===== config.mk =====
export PLATFORM = sky130hd
export DESIGN_NAME = lsu_ctrl_flat
export DESIGN_NICKNAME = d
export VERILOG_FILES = /design/src/rtl/lsu_ctrl_if.sv /design/src/rtl/lsu_ctrl.sv /design/src/flat_wrapper.sv
export SDC_FILE = /design/constraint.sdc
export NUM_CORES = 1
export LEC_CHECK = 0
export CORE_UTILIZATION = 60
export CTS_CLUSTER_DIAMETER = 30
export CTS_CLUSTER_SIZE = 24
export DETAILED_ROUTE_END_ITERATION = 8
export DONT_BUFFER_PORTS = 1
export GPL_TIMING_DRIVEN = 0
export PLACE_DENSITY_LB_ADDON = 0.25
export SYNTH_ARGS = -nofsm -noshare
export SYNTH_HDL_FRONTEND = slang
export SYNTH_SLANG_ARGS = --single-unit

===== constraint.sdc =====
create_clock -name i_clk -period 6.8 [get_ports i_clk]
set_input_delay 1.36 -clock i_clk [delete_from_list [all_inputs] [get_ports i_clk]]
set_output_delay 1.36 -clock i_clk [all_outputs]
set_load 0.05 [all_outputs]

===== src/rtl/lsu_ctrl_if.sv =====
// Request, memory-side and response signal bundle for the load/store control stage.
// The slave modport is the lsu_ctrl view; the master modport is its surroundings.
interface lsu_ctrl_if;
   logic        i_req_valid;
   logic        o_req_ready;
   logic        i_req_is_load;
   logic        i_req_is_store;
   logic [2:0]  i_req_func3;
   logic [31:0] i_req_addr;
   logic [31:0] i_req_wdata;

   logic [2:0]  o_mem_func3;
   logic [15:0] o_mem_addr;
   logic [31:0] o_mem_wdata;
   logic [3:0]  o_mem_bmask_align;
   logic [3:0]  o_mem_bmask_misalign;
   logic        o_mem_wren;
   logic        o_mem_rden;
   logic [31:0] i_mem_rdata;

   logic        o_rsp_valid;
   logic        i_rsp_ready;
   logic [31:0] o_rsp_rdata;
   logic        o_rsp_err;

   modport slave (
      input  i_req_valid, i_req_is_load, i_req_is_store, i_req_func3, i_req_addr, i_req_wdata,
      input  i_mem_rdata, i_rsp_ready,
      output o_req_ready, o_mem_func3, o_mem_addr, o_mem_wdata,
      output o_mem_bmask_align, o_mem_bmask_misalign, o_mem_wren, o_mem_rden,
      output o_rsp_valid, o_rsp_rdata, o_rsp_err
   );

   modport master (
      output i_req_valid, i_req_is_load, i_req_is_store, i_req_func3, i_req_addr, i_req_wdata,
      output i_mem_rdata, i_rsp_ready,
      input  o_req_ready, o_mem_func3, o_mem_addr, o_mem_wdata,
      input  o_mem_bmask_align, o_mem_bmask_misalign, o_mem_wren, o_mem_rden,
      input  o_rsp_valid, o_rsp_rdata, o_rsp_err
   );
endinterface


===== src/rtl/lsu_ctrl.sv =====
// Load/store control stage: validates one request at a time, drives the data memory
// controls and returns a registered load-data/error response over valid/ready.
module lsu_ctrl #(
   parameter int MEM_BYTES = 2048,
   parameter int CNT_W     = 16
) (
   input  logic             i_clk,
   input  logic             i_reset,
   lsu_ctrl_if.slave        bus,
   output logic             o_stall,
   output logic [CNT_W-1:0] o_cnt_load,
   output logic [CNT_W-1:0] o_cnt_store,
   output logic [CNT_W-1:0] o_cnt_err
);
   typedef enum logic [1:0] {IDLE, CAPTURE, RESP} state_t;

   localparam logic [32:0] MEM_LIMIT = 33'(MEM_BYTES);

   state_t      state_reg, state_next;
   logic [31:0] rdata_reg;
   logic        err_reg;

   logic        accept;
   logic        req_err;
   logic        mem_go;
   logic [2:0]  acc_size;
   logic        func_ok;
   logic [32:0] end_addr;
   logic [7:0]  lane_span;

   // Request decode: size, legality and the last byte touched by the access.
   always_comb begin
      acc_size = 3'd1;
      func_ok  = 1'b0;
      case (bus.i_req_func3[1:0])
         2'b01:   acc_size = 3'd2;
         2'b10:   acc_size = 3'd4;
         default: acc_size = 3'd1;
      endcase
      if (bus.i_req_is_load)
         func_ok = (bus.i_req_func3 inside {3'b000, 3'b001, 3'b010, 3'b100, 3'b101});
      else
         func_ok = (bus.i_req_func3 inside {3'b000, 3'b001, 3'b010});
      end_addr = {1'b0, bus.i_req_addr} + 33'(acc_size) - 33'd1;
      req_err  = (bus.i_req_is_load == bus.i_req_is_store)
               | ~func_ok
               | (bus.i_req_is_store && bus.i_req_func3 == 3'b001 && bus.i_req_addr[1:0] == 2'b01)
               | (end_addr >= MEM_LIMIT);
   end

   assign accept = bus.i_req_valid && (state_reg == IDLE);
   // Reset level gates the enables so nothing reaches memory while reset is held.
   assign mem_go = accept && !req_err && i_reset;

   // Bytes past lane 3 spill into the following word.
   always_comb begin
      lane_span = 8'b0000_0001;
      case (acc_size)
         3'd2:    lane_span = 8'b0000_0011;
         3'd4:    lane_span = 8'b0000_1111;
         default: lane_span = 8'b0000_0001;
      endcase
      lane_span = lane_span << bus.i_req_addr[1:0];
   end

   assign bus.o_mem_func3 = bus.i_req_func3;
   assign bus.o_mem_addr  = bus.i_req_addr[15:0];
   assign bus.o_mem_wdata = bus.i_req_wdata;

   always_ff @(posedge i_clk or negedge i_reset) begin
      if (!i_reset)
         state_reg <= IDLE;
      else
         state_reg <= state_next;
   end

   always_comb begin
      state_next               = state_reg;
      bus.o_req_ready          = 1'b0;
      bus.o_rsp_valid          = 1'b0;
      bus.o_mem_wren           = 1'b0;
      bus.o_mem_rden           = 1'b0;
      bus.o_mem_bmask_align    = 4'b0000;
      bus.o_mem_bmask_misalign = 4'b0000;
      case (state_reg)
         IDLE: begin
            bus.o_req_ready = 1'b1;
            bus.o_mem_rden  = mem_go && bus.i_req_is_load;
            bus.o_mem_wren  = mem_go && bus.i_req_is_store;
            if (mem_go && bus.i_req_is_store) begin
               bus.o_mem_bmask_align    = lane_span[3:0];
               bus.o_mem_bmask_misalign = lane_span[7:4];
            end
            if (accept)
               state_next = (bus.i_req_is_load && !req_err) ? CAPTURE : RESP;
         end
         CAPTURE: state_next = RESP;
         RESP: begin
            bus.o_rsp_valid = 1'b1;
            if (bus.i_rsp_ready)
               state_next = IDLE;
         end
         default: state_next = IDLE;
      endcase
   end

   always_ff @(posedge i_clk or negedge i_reset) begin
      if (!i_reset) begin
         rdata_reg <= 32'd0;
         err_reg   <= 1'b0;
      end else if (state_reg == IDLE && accept) begin
         rdata_reg <= 32'd0;
         err_reg   <= req_err;
      end else if (state_reg == CAPTURE) begin
         rdata_reg <= bus.i_mem_rdata;
         err_reg   <= 1'b0;
      end
   end

   assign bus.o_rsp_rdata = rdata_reg;
   assign bus.o_rsp_err   = err_reg;
   assign o_stall         = (state_reg != IDLE);

   // Event counters: 0 = load, 1 = store, 2 = error.
   logic [2:0]       cnt_inc;
   logic [CNT_W-1:0] cnt_reg [3];

   assign cnt_inc[0] = accept && !req_err && bus.i_req_is_load;
   assign cnt_inc[1] = accept && !req_err && bus.i_req_is_store;
   assign cnt_inc[2] = accept && req_err;

   generate
      for (genvar gi = 0; gi < 3; gi++) begin : g_cnt
         always_ff @(posedge i_clk or negedge i_reset) begin
            if (!i_reset)
               cnt_reg[gi] <= '0;
            else if (cnt_inc[gi] && cnt_reg[gi] != {CNT_W{1'b1}})
               cnt_reg[gi] <= cnt_reg[gi] + {{(CNT_W-1){1'b0}}, 1'b1};
         end
      end
   endgenerate

   assign o_cnt_load  = cnt_reg[0];
   assign o_cnt_store = cnt_reg[1];
   assign o_cnt_err   = cnt_reg[2];
endmodule


===== src/flat_wrapper.sv =====
// flat-port wrapper written by rule: the top's interface ports become plain ports
module lsu_ctrl_flat 
#(
   parameter int MEM_BYTES = 2048,
   parameter int CNT_W     = 16
)
  (i_clk, i_reset, o_stall, o_cnt_load, o_cnt_store, o_cnt_err, bus_i_req_valid, bus_i_req_is_load, bus_i_req_is_store, bus_i_req_func3, bus_i_req_addr, bus_i_req_wdata, bus_i_mem_rdata, bus_i_rsp_ready, bus_o_req_ready, bus_o_mem_func3, bus_o_mem_addr, bus_o_mem_wdata, bus_o_mem_bmask_align, bus_o_mem_bmask_misalign, bus_o_mem_wren, bus_o_mem_rden, bus_o_rsp_valid, bus_o_rsp_rdata, bus_o_rsp_err);
  lsu_ctrl_if bus_i ();
  input  logic i_clk;
  input  logic i_reset;
  output logic o_stall;
  output logic [CNT_W-1:0] o_cnt_load;
  output logic [CNT_W-1:0] o_cnt_store;
  output logic [CNT_W-1:0] o_cnt_err;
  input wire logic [$bits(bus_i.i_req_valid)-1:0] bus_i_req_valid;
  input wire logic [$bits(bus_i.i_req_is_load)-1:0] bus_i_req_is_load;
  input wire logic [$bits(bus_i.i_req_is_store)-1:0] bus_i_req_is_store;
  input wire logic [$bits(bus_i.i_req_func3)-1:0] bus_i_req_func3;
  input wire logic [$bits(bus_i.i_req_addr)-1:0] bus_i_req_addr;
  input wire logic [$bits(bus_i.i_req_wdata)-1:0] bus_i_req_wdata;
  input wire logic [$bits(bus_i.i_mem_rdata)-1:0] bus_i_mem_rdata;
  input wire logic [$bits(bus_i.i_rsp_ready)-1:0] bus_i_rsp_ready;
  output wire logic [$bits(bus_i.o_req_ready)-1:0] bus_o_req_ready;
  output wire logic [$bits(bus_i.o_mem_func3)-1:0] bus_o_mem_func3;
  output wire logic [$bits(bus_i.o_mem_addr)-1:0] bus_o_mem_addr;
  output wire logic [$bits(bus_i.o_mem_wdata)-1:0] bus_o_mem_wdata;
  output wire logic [$bits(bus_i.o_mem_bmask_align)-1:0] bus_o_mem_bmask_align;
  output wire logic [$bits(bus_i.o_mem_bmask_misalign)-1:0] bus_o_mem_bmask_misalign;
  output wire logic [$bits(bus_i.o_mem_wren)-1:0] bus_o_mem_wren;
  output wire logic [$bits(bus_i.o_mem_rden)-1:0] bus_o_mem_rden;
  output wire logic [$bits(bus_i.o_rsp_valid)-1:0] bus_o_rsp_valid;
  output wire logic [$bits(bus_i.o_rsp_rdata)-1:0] bus_o_rsp_rdata;
  output wire logic [$bits(bus_i.o_rsp_err)-1:0] bus_o_rsp_err;
  assign bus_i.i_req_valid = bus_i_req_valid;
  assign bus_i.i_req_is_load = bus_i_req_is_load;
  assign bus_i.i_req_is_store = bus_i_req_is_store;
  assign bus_i.i_req_func3 = bus_i_req_func3;
  assign bus_i.i_req_addr = bus_i_req_addr;
  assign bus_i.i_req_wdata = bus_i_req_wdata;
  assign bus_i.i_mem_rdata = bus_i_mem_rdata;
  assign bus_i.i_rsp_ready = bus_i_rsp_ready;
  assign bus_o_req_ready = bus_i.o_req_ready;
  assign bus_o_mem_func3 = bus_i.o_mem_func3;
  assign bus_o_mem_addr = bus_i.o_mem_addr;
  assign bus_o_mem_wdata = bus_i.o_mem_wdata;
  assign bus_o_mem_bmask_align = bus_i.o_mem_bmask_align;
  assign bus_o_mem_bmask_misalign = bus_i.o_mem_bmask_misalign;
  assign bus_o_mem_wren = bus_i.o_mem_wren;
  assign bus_o_mem_rden = bus_i.o_mem_rden;
  assign bus_o_rsp_valid = bus_i.o_rsp_valid;
  assign bus_o_rsp_rdata = bus_i.o_rsp_rdata;
  assign bus_o_rsp_err = bus_i.o_rsp_err;
  lsu_ctrl #(.MEM_BYTES(MEM_BYTES), .CNT_W(CNT_W)) u_core (.i_clk(i_clk), .i_reset(i_reset), .bus(bus_i), .o_stall(o_stall), .o_cnt_load(o_cnt_load), .o_cnt_store(o_cnt_store), .o_cnt_err(o_cnt_err));
endmodule

# After elaboration in Yosys (flattened, before gate mapping)
# Index checks and enable logic that the tools add are counted.
# word_totals
regBits	83
latch_bits	0
ram_bits	0
romBits	0
input_bits	105
out_inout_bits	145
word_cells	76
n_memories	0
# op_classes
add_sub_neg	5
n_mul	0
div	0
n_lt_le_gt_ge	1
eq_ne	17
shift	1
muxes	19
bitwise	4
n_reduce_logical	23
# op_table
cell	n
$mux 32	2
$add 16x1->16 const B	3
$ne 16x16->1 const B	3
$add 32x3->33	1
$ge 33x12->1 const B	1
$sub 33x1->33 const B	1
$mux 4	4
$logic_and 1x1->1	15
$eq 3x3->1 const B	3
$pmux 4 s2	1
$shl 4x2->8	1
$mux 1	7
$eq 2x1->1 const B	3
$eq 3x2->1 const B	2
$mux 2	3
$pmux 2 s3	1
$pmux 3 s2	1
$reduce_bool 5->1	1
$eq 2x2->1 const B	2
$reduce_bool 2->1	2
$eq 3x1->1 const B	1
$logic_not 3->1	1
$or 1x1->1	3
$reduce_bool 3->1	1
other kinds (7)	7

# Logic depth before layout (Yosys ltp)
# Gate-level depths: netlist of the first run.
# logic_depth
word_depth	13
mapped_depth	20
mapped_depth_nobuf	19

# Least setup slack after synthesis of the first run
# OpenSTA, ideal clock, no wires.
# synth_timing
kind	input-to-output
from	input bus_i_req_addr[1]
to	output bus_o_mem_bmask_align[3]
arrival_time_ps	6218
t_required_ps	5440
path_slack_ps	-778
cell_stages	18
path_buffers	1
cell_sequence	clkbuf_1 -> inv_1 -> ha_1 -> inv_1 -> ha_1 -> inv_1 -> fa_1 -> nor2b_1 -> o2111ai_1 -> a21boi_1 -> or4_1 -> a222oi_1 -> nand4_1 -> a311o_1 -> or4_4 -> nor3_4 -> nand4_4 -> a211oi_1
# synth_via
elab_chain_cells	10
word_cells_on_any_way	14
cone_classes	2 x add/sub; 1 x order compare; 1 x eq/ne; 1 x shift; 2 x mux; 2 x bitwise; 5 x reduce/logical
# synth_lines
element	line	source
start: declaration	flat_wrapper.sv:19	input wire logic [$bits(bus_i.i_req_addr)-1:0] bus_i_req_addr;
$add 32x3->33 / $eq 2x1->1 (equally long branches)	lsu_ctrl.sv:44, lsu_ctrl.sv:47	
$sub 33x1->33 / $logic_and 1x1->1 (equally long branches)	lsu_ctrl.sv:44, lsu_ctrl.sv:47	
$ge 33x12->1 / $or 1x1->1 (equally long branches)	lsu_ctrl.sv:48, lsu_ctrl.sv:47	
$or 1x1->1	lsu_ctrl.sv:48	| (end_addr >= MEM_LIMIT);
$logic_not 1->1	lsu_ctrl.sv:53	assign mem_go = accept && !req_err && i_reset;
$logic_and 1x1->1 (2 in a row)	lsu_ctrl.sv:53	
$logic_and 1x1->1	lsu_ctrl.sv:90	if (mem_go && bus.i_req_is_store) begin
$mux 4 (*)	lsu_ctrl.sv:90	
$mux 4 (*)	lsu_ctrl.sv:85	case (state_reg)
end: declaration	flat_wrapper.sv:27	output wire logic [$bits(bus_i.o_mem_bmask_align)-1:0] bus_o_mem_bmask_align;
# Every way passes the cells marked *; elsewhere a longest branch is shown, timed or not.

# Worst setup path after layout of the first run
# layout_timing
from	input bus_i_req_func3[0]
to	output bus_o_mem_bmask_align[3]
# layout_via
elab_chain_cells	13
word_cells_on_any_way	30
cone_classes	2 x add/sub; 1 x order compare; 8 x eq/ne; 1 x shift; 5 x mux; 4 x bitwise; 9 x reduce/logical
# layout_lines
element	line	source
start: declaration	flat_wrapper.sv:18	input wire logic [$bits(bus_i.i_req_func3)-1:0] bus_i_req_func3;
branches (longest 11 deep; another with $add 32x3->33)	n/a	
$mux 4 (*)	lsu_ctrl.sv:90	
$mux 4 (*)	lsu_ctrl.sv:85	
# Mark *: on every way between the ends.

==> results of run 1 <==
synthesized netlist by cell type (all sizes together), types with 27 or more instances:
cell type and n:
nor2 55, nand2 51, buf 58, o21ai 39, xor2 27, nand3 31, a22o 34, a21oi 49
inv 57, nand4 30, clkbuf 33, dfrtp 83, ha 42
power by group through the flow:
stage	logic, uW	clock network (uW)	registers, uW
6_report	441	459	596
4_1_cts	427	463	595
5_1_grt	481	487	597
3_3_place_gp	401	0	603
2_1_floorplan	340	0	598
3_5_place_dp	410	0	605
cells in the final DEF, fill, tap and decap left out, types with 6 or more instances in the layout:
| master | count |
|---|---|
| sky130_fd_sc_hd__dfrtp_1 | 83 |
| sky130_fd_sc_hd__buf_4 | 67 |
| sky130_fd_sc_hd__inv_1 | 52 |
| sky130_fd_sc_hd__nor2_1 | 50 |
| sky130_fd_sc_hd__nand2_1 | 50 |
| sky130_fd_sc_hd__a21oi_1 | 48 |
| sky130_fd_sc_hd__o21ai_0 | 37 |
| sky130_fd_sc_hd__ha_1 | 37 |
| sky130_fd_sc_hd__a22o_1 | 34 |
| sky130_fd_sc_hd__clkbuf_1 | 32 |
| sky130_fd_sc_hd__nand3_1 | 31 |
| sky130_fd_sc_hd__nand4_1 | 29 |
| sky130_fd_sc_hd__xor2_1 | 27 |
| sky130_fd_sc_hd__xnor2_1 | 24 |
| sky130_fd_sc_hd__nor3_1 | 20 |
| sky130_fd_sc_hd__and3_1 | 16 |
| sky130_fd_sc_hd__nor4_1 | 13 |
| sky130_fd_sc_hd__o21a_1 | 12 |
| sky130_fd_sc_hd__a21o_1 | 9 |
| sky130_fd_sc_hd__clkbuf_16 | 9 |
| sky130_fd_sc_hd__or3_1 | 8 |
| sky130_fd_sc_hd__o211ai_1 | 7 |
| sky130_fd_sc_hd__and2_1 | 6 |
| sky130_fd_sc_hd__nand2b_1 | 6 |
| sky130_fd_sc_hd__nor2b_1 | 6 |
worst max-delay path: stages:
cell and delay, ps:
sky130_fd_sc_hd__inv_1 140, sky130_fd_sc_hd__ha_1 190, sky130_fd_sc_hd__inv_1 70, sky130_fd_sc_hd__ha_4 150, sky130_fd_sc_hd__inv_1 50, sky130_fd_sc_hd__ha_1 340, sky130_fd_sc_hd__o211ai_1 180, sky130_fd_sc_hd__or3_4 440
sky130_fd_sc_hd__a21boi_4 210, sky130_fd_sc_hd__o21ai_0 100, sky130_fd_sc_hd__a221o_1 350, sky130_fd_sc_hd__nand4_1 150, sky130_fd_sc_hd__buf_4 130, sky130_fd_sc_hd__buf_4 110, sky130_fd_sc_hd__o31ai_1 70, sky130_fd_sc_hd__or4_4 560
sky130_fd_sc_hd__nor3_4 230, sky130_fd_sc_hd__nand4_4 250, sky130_fd_sc_hd__a211oi_4 620
metal layers:
layer,vias up,global-route usage,part of all wire
met4,0,0.118,0.029
met2,308,0.552,0.50
met5,-,0,0
met1,3005,0.380,0.40
met3,44,0.0621,0.075
li1,2967,-,-
through the flow:
step / setup WS (ps) / hold slack (ps) / util
after floorplan: 10.9 / 554 / -
after global placement: -575 / 579 / 0.646
after detailed placement: -668 / 595 / 0.646
after CTS: -292 / 604 / 0.690
after global routing: -472 / 639 / 0.695
final: -271 / 618 / 0.695
worst paths after layout:
kind / startpoint / to / slack [ps] / depth (start not counted)
max in group asynchronous: i_reset / u_core.o_cnt_err[3] / 5980 / 0
min in group asynchronous: i_reset / u_core.o_cnt_err[5] / 720 / 0
max reg2reg: u_core.state_reg[1] / u_core.o_cnt_load[14] / 2840 / 12
min reg2reg: u_core.state_reg[1] / u_core.state_reg[1] / 620 / 2
min: u_core.state_reg[1] / u_core.state_reg[1] / 620 / 2
max: bus_i_req_func3[0] / bus_o_mem_bmask_align[3] / -270 / 19
logic make-up (layout without fill, tap and decap cells):
logic type	after synthesis	after routing	synth area share
adders and majority gates	43	43	0.0800
muxes	7	7	0.0112
buffers and inverters	148	179	0.112
other	1	1	0.000550
AOI/OAI and AO/OA	211	211	0.216
xor gates and xnor gates	51	51	0.0655
and+or+nand+nor	271	271	0.211
DFF	83	83	0.305
layout make-up:
cell class	count	area [sq um]	share of cell area
Buffer	91	559	0.0736
Clock buffer	10	229	0.0301
Clock inverter	6	48.8	0.00642
Inverter	57	221	0.0292
Multi-Input combinational cell	584	4170	0.549
Sequential cell	83	2080	0.273
Tap cell	140	175	0.0231
Timing Repair Buffer	15	113	0.0148
repair_timing:
action | 4_1_cts | 5_1_grt
resized for setup | 24 | 8
setup buffers | 13 | 3
setup endpoints to repair | 9 | 9
pin swaps | 15 | 14
==> flow_metrics.tcl, run 1 <==
set metrics [dict create \
    grt_overflow 0 \
    final_critical_path_setup_slack_ps -271 \
    cts_tree "yes" \
    synth_top_cell_area_share 0.305 \
    vias 6324 \
    port_buffers 0 \
    grt_pass1_wl_um 29100 \
    dpl-instance-area_sq_mm 0.00706 \
    drt-vias-per-instance 6.41 \
    yosysSeqAreaShare 0.305 \
    failed_checks "negative setup slack" \
    achievable-frequency_mhz 141 \
    detail_route.iter0.violations 598 \
    startpoint_type_of_the_worst_setup_path "input port" \
    cell_internal_pwr_uw 915 \
    synthesis.nets 963 \
    grt_pass1_vias 5900 \
    yosys_register_bits 83 \
    cp_data_required_time_ps 5440 \
    combinationalPowerShare 0.295 \
    hold_violations 0 \
    final_cell_area_sq_mm 0.00760 \
    groute.usage.overall 0.315 \
    die-area_sq_mm 0.0118 \
    num_io_pins 250 \
    cts_hold_buf 0 \
    grt_setup_unrepaired "yes" \
    grt_max_degree 86 \
    largest_register_ffs 32 \
    final.setup_skew_ps 12.7 \
    cts_buffer_depth 2 \
    post_synth_instance_area_sq_mm 0.00682 \
    core_area_sq_mm 0.0109 \
    yosys_warnings 0 \
    endpoint_kind "output pin" \
    path_clk_slew_ps 60 \
    die_width_um 109 \
    synth.avg_cell_area_sq_um 8.37 \
    p_per_area_mw_per_mm2 197 \
    setup_tns_ps -1450 \
    switch_share 0.388 \
    drt_first_pass_iters 5 \
    path_class "input port to output pin" \
    gp_congestion 0.962 \
    filler_cell_count 846 \
    setup_viol 8 \
    worst_vdd_ir_mv 0.185 \
    die_height_um 109 \
    clockRootBuffer "sky130_fd_sc_hd__clkbuf_16" \
    worst_hold_path_type "flop to flop" \
    drt.antenna.violating_nets 0 \
    outcome "complete, but fails checks" \
    drive_above_1_share 0.158 \
    synth_edf_count 0 \
    clk-insertion-delay-late_ps 340 \
    fp_rows 38 \
    wl_per_cell_um 19.3 \
    synth_ff_type "sky130_fd_sc_hd__dfrtp_1" \
    synth.lib_cells_used.distinct 73 \
    power_frac_clock 0.307 \
    flow.area_growth_from_synthesis_pct 11.4 \
    power.static_leakage_uw 0.00352 \
    power_frac_seq 0.398 \
    max_cap_violations 0 \
    place_hpwl_um 14500 \
    clk_sinks 83 \
    detail_route.wirelength_um 19000 \
    switchingPower_uw 580 \
    final_period_utilization 1.04 \
    instances_no_fill 986 \
    slew_headroom 0.171 \
    report.power.total_uw 1500 \
    route.detailed.drc 0 \
    pins_over_slew_limit 0 \
    netlist_instances 815 \
    antenna_found_initial 0 \
    synth_top_area_cell "sky130_fd_sc_hd__dfrtp_1" \
    period_minus_slack_ps 7070 \
    final_nets 989 \
    worst_ep_arrival_time_ps 5710 \
    worst-slew-pin-transition_ps 1240 \
    cts_h_tree_depth 3 \
    antennaDiodeCount 0 \
    netlist_top_cells_area "sky130_fd_sc_hd__dfrtp_1 30%, sky130_fd_sc_hd__ha_1 7.7%, sky130_fd_sc_hd__buf_4 5.7%" \
    cts_made_buffers 9 \
    initial_core_util 0.623 \
    critical_path_peak_fanout 7 \
    synth-async-reset-ratio 1.00 \
    dpl.cell_count 955 \
]
No activity file was read; power rests on OpenSTA's default activity.
==> run 2, diff against run 1 <==
--- a/config.mk
+++ b/config.mk
@@ -5,6 +5,7 @@
 export SDC_FILE = /design/constraint.sdc
 export NUM_CORES = 1
 export LEC_CHECK = 0
+export CAP_MARGIN = 20
 export CORE_UTILIZATION = 60
 export CTS_CLUSTER_DIAMETER = 30
 export CTS_CLUSTER_SIZE = 24
==> run 2 against run 1 <==
Compared with the run above: the flow still finishes with violations (negative setup slack); highest routed layer unchanged; sequential share of layout area down 0.24 points; die area unchanged; combinational power about the same; clock-buffer cell count unchanged; setup slack worse by 59 ps; clock skew down 0.78 ps.
==> flow_metrics.tcl, run 2 (synthesis gave the netlist of run 1 again) <==
set metrics [dict create \
    drive_above_1_share 0.164 \
    cts_tree "yes" \
    grt_setup_unrepaired "yes" \
    clk-insertion-delay-late_ps 340 \
    worst-slew-pin-transition_ps 1070 \
    wl_met2_um 9560 \
    power.static_leakage_uw 0.00354 \
    cp.buffers_inverters 5 \
    mostFrequentLayoutCell "sky130_fd_sc_hd__dfrtp_1" \
    setup_viol 9 \
    place_hpwl_um 14600 \
    vias 6322 \
    outcome "complete, but fails checks" \
    timing.critical_path.slowest_stage_cell "sky130_fd_sc_hd__a211oi_4" \
    groute.usage.overall 0.320 \
    num_io_pins 250 \
    cpPeakStageDelay_ps 540 \
    drt-vias-per-instance 6.39 \
    final_critical_path_setup_slack_ps -331 \
    final_nets 992 \
    die_height_um 109 \
    die_width_um 109 \
    path_class "input port to output pin" \
    failed_checks "negative setup slack" \
    p_per_area_mw_per_mm2 202 \
    dpl-instance-area_sq_mm 0.00708 \
    detail_route.iter0.violations 427 \
    switch_share 0.378 \
    port_buffers 0 \
    instances_no_fill 989 \
    combinationalPowerShare 0.287 \
    critPathTopFamily "compound AO/OA/AOI/OAI gates" \
    endpoint_kind "output pin" \
    commonest_cells_after_routing_fill_and_taps_aside "83 x sky130_fd_sc_hd__dfrtp_1, 66 x sky130_fd_sc_hd__buf_4, 50 x sky130_fd_sc_hd__inv_1, 50 x sky130_fd_sc_hd__nor2_1, 50 x sky130_fd_sc_hd__nand2_1" \
    drt.antenna.violating_nets 0 \
    clk_sinks 83 \
    crit_path_frequent_cell "sky130_fd_sc_hd__ha_4" \
    cp_cell_sequence "clkinvlp_4 > ha_4 > inv_1 > ha_4 > inv_2 > ha_4 > inv_2 > fa_2 > nor2b_4 > o2111ai_4 > a21boi_2 > or4_1 > a222oi_1 > nand4_1 > a311o_1 > or4_4 > nor3_4 > nand4_4 > buf_12 > a211oi_4" \
    dp_worst_setup_slack_ps -649 \
    achievable-frequency_mhz 140 \
    detail_route.wirelength_um 19300 \
    antennaDiodeCount 0 \
    cp_data_required_time_ps 5440 \
    wl_met1_um 7820 \
    switchingPower_uw 585 \
    gp_congestion 0.962 \
    cts_hold_buf 0 \
    wl_per_cell_um 19.6 \
    maxUsedRoutingLayer "met4" \
    final_cell_area_sq_mm 0.00766 \
    grt_max_degree 86 \
    antenna_found_initial 0 \
    met3_wirelength_um 1310 \
    grt_pass1_wl_um 29400 \
    drt_first_pass_iters 5 \
    pins_over_slew_limit 0 \
    cts_h_tree_depth 3 \
    dpl.cell_count 957 \
    cell_internal_pwr_uw 964 \
    hold_violations 0 \
    startpoint_type_of_the_worst_setup_path "input port" \
    grt_overflow 0 \
    worst_hold_path_type "flop to flop" \
    flow.area_growth_from_synthesis_pct 12.4 \
    max_cap_violations 0 \
    core_area_sq_mm 0.0109 \
    multi_input_comb_area_sq_mm 0.00417 \
    path_clk_slew_ps 60 \
    worst_ep_arrival_time_ps 5770 \
    cts_buffer_depth 2 \
    largest_register_ffs 32 \
    worst_vdd_ir_mv 0.170 \
    grt_pass1_vias 5982 \
    filler_cell_count 866 \
    final.setup_skew_ps 11.9 \
    critical_path_peak_fanout 7 \
    period_minus_slack_ps 7130 \
    ff_latch_area_sq_mm 0.00208 \
    final_period_utilization 1.05 \
    power_frac_clock 0.329 \
    fp_rows 38 \
    slew_headroom 0.283 \
    route.detailed.drc 0 \
    clockRootBuffer "sky130_fd_sc_hd__clkbuf_16" \
    cts_made_buffers 9 \
    initial_core_util 0.623 \
    report.power.total_uw 1550 \
    die-area_sq_mm 0.0118 \
    power_frac_seq 0.385 \
]
[run 2: stage by stage]
step | hold WS, ps | setup TNS, ps | utilization
floorplan | 554 | 0 | -
global placement | 579 | -4360 | 0.646
detailed placement | 601 | -5060 | 0.647
CTS | 619 | -2130 | 0.695
global route | 664 | -3140 | 0.701
finish | 629 | -2060 | 0.701
[run 2: cell type report]
type,instances,area share
multi-input combinational,584,0.544
sequential,83,0.271
buffer,91,0.0730
clock buffer,10,0.0312
inverter,57,0.0294
tap,140,0.0229
timing repair buffer,18,0.0198
clock inverter,6,0.00930
[run 2: timing repair]
| action | CTS | global route |
|---|---|---|
| setup buffers | 12 | 5 |
| endpoints found under the hold margin | 0 | 0 |
| pin swaps | 15 | 12 |
| gates resized for setup | 24 | 10 |
| setup endpoints to repair | 9 | 9 |
[run 2: final timing paths]
| path | from | endpoint | slack [ps] | depth (start not counted) |
|---|---|---|---|---|
| min in group asynchronous | i_reset | u_core.bus.o_rsp_rdata[1] | 710 | 0 |
| min | u_core.state_reg[1] | u_core.state_reg[1] | 630 | 2 |
| max reg2reg | u_core.state_reg[1] | u_core.o_cnt_load[14] | 3370 | 14 |
| min reg2reg | u_core.state_reg[1] | u_core.state_reg[1] | 630 | 2 |
| max in group asynchronous | i_reset | u_core.bus.o_rsp_rdata[11] | 5970 | 0 |
| max | bus_i_req_func3[1] | bus_o_mem_bmask_align[3] | -330 | 20 |
[run 2: power by group through the flow]
stage | Sequential (uW) | Combinational, uW | Clock (uW)
after floorplan | 598 | 340 | 0
after detailed placement | 605 | 414 | 0
after global placement | 603 | 401 | 0
after global routing | 597 | 485 | 534
after CTS | 595 | 431 | 515
final | 596 | 444 | 509
[run 2: metal layers]
metal / GRT usage / vias up
met1: 0.385 / 3002
met3: 0.0573 / 53
met2: 0.567 / 311
li1: - / 2956
met5: 0 / -
met4: 0.114 / 0
[run 2: worst reg2reg max path: stages (launching register included)]
cell	delay [ps]
sky130_fd_sc_hd__dfrtp_1	420
sky130_fd_sc_hd__nor2_1	250
sky130_fd_sc_hd__buf_6	220
sky130_fd_sc_hd__buf_1	120
sky130_fd_sc_hd__and2_1	120
sky130_fd_sc_hd__clkbuf_1	350
sky130_fd_sc_hd__nand2_1	240
sky130_fd_sc_hd__a31oi_1	260
sky130_fd_sc_hd__and4_1	220
sky130_fd_sc_hd__o31a_1	130
sky130_fd_sc_hd__nand3_1	190
sky130_fd_sc_hd__or2_0	270
sky130_fd_sc_hd__clkbuf_1	180
sky130_fd_sc_hd__nor3_1	200
sky130_fd_sc_hd__xor2_1	200
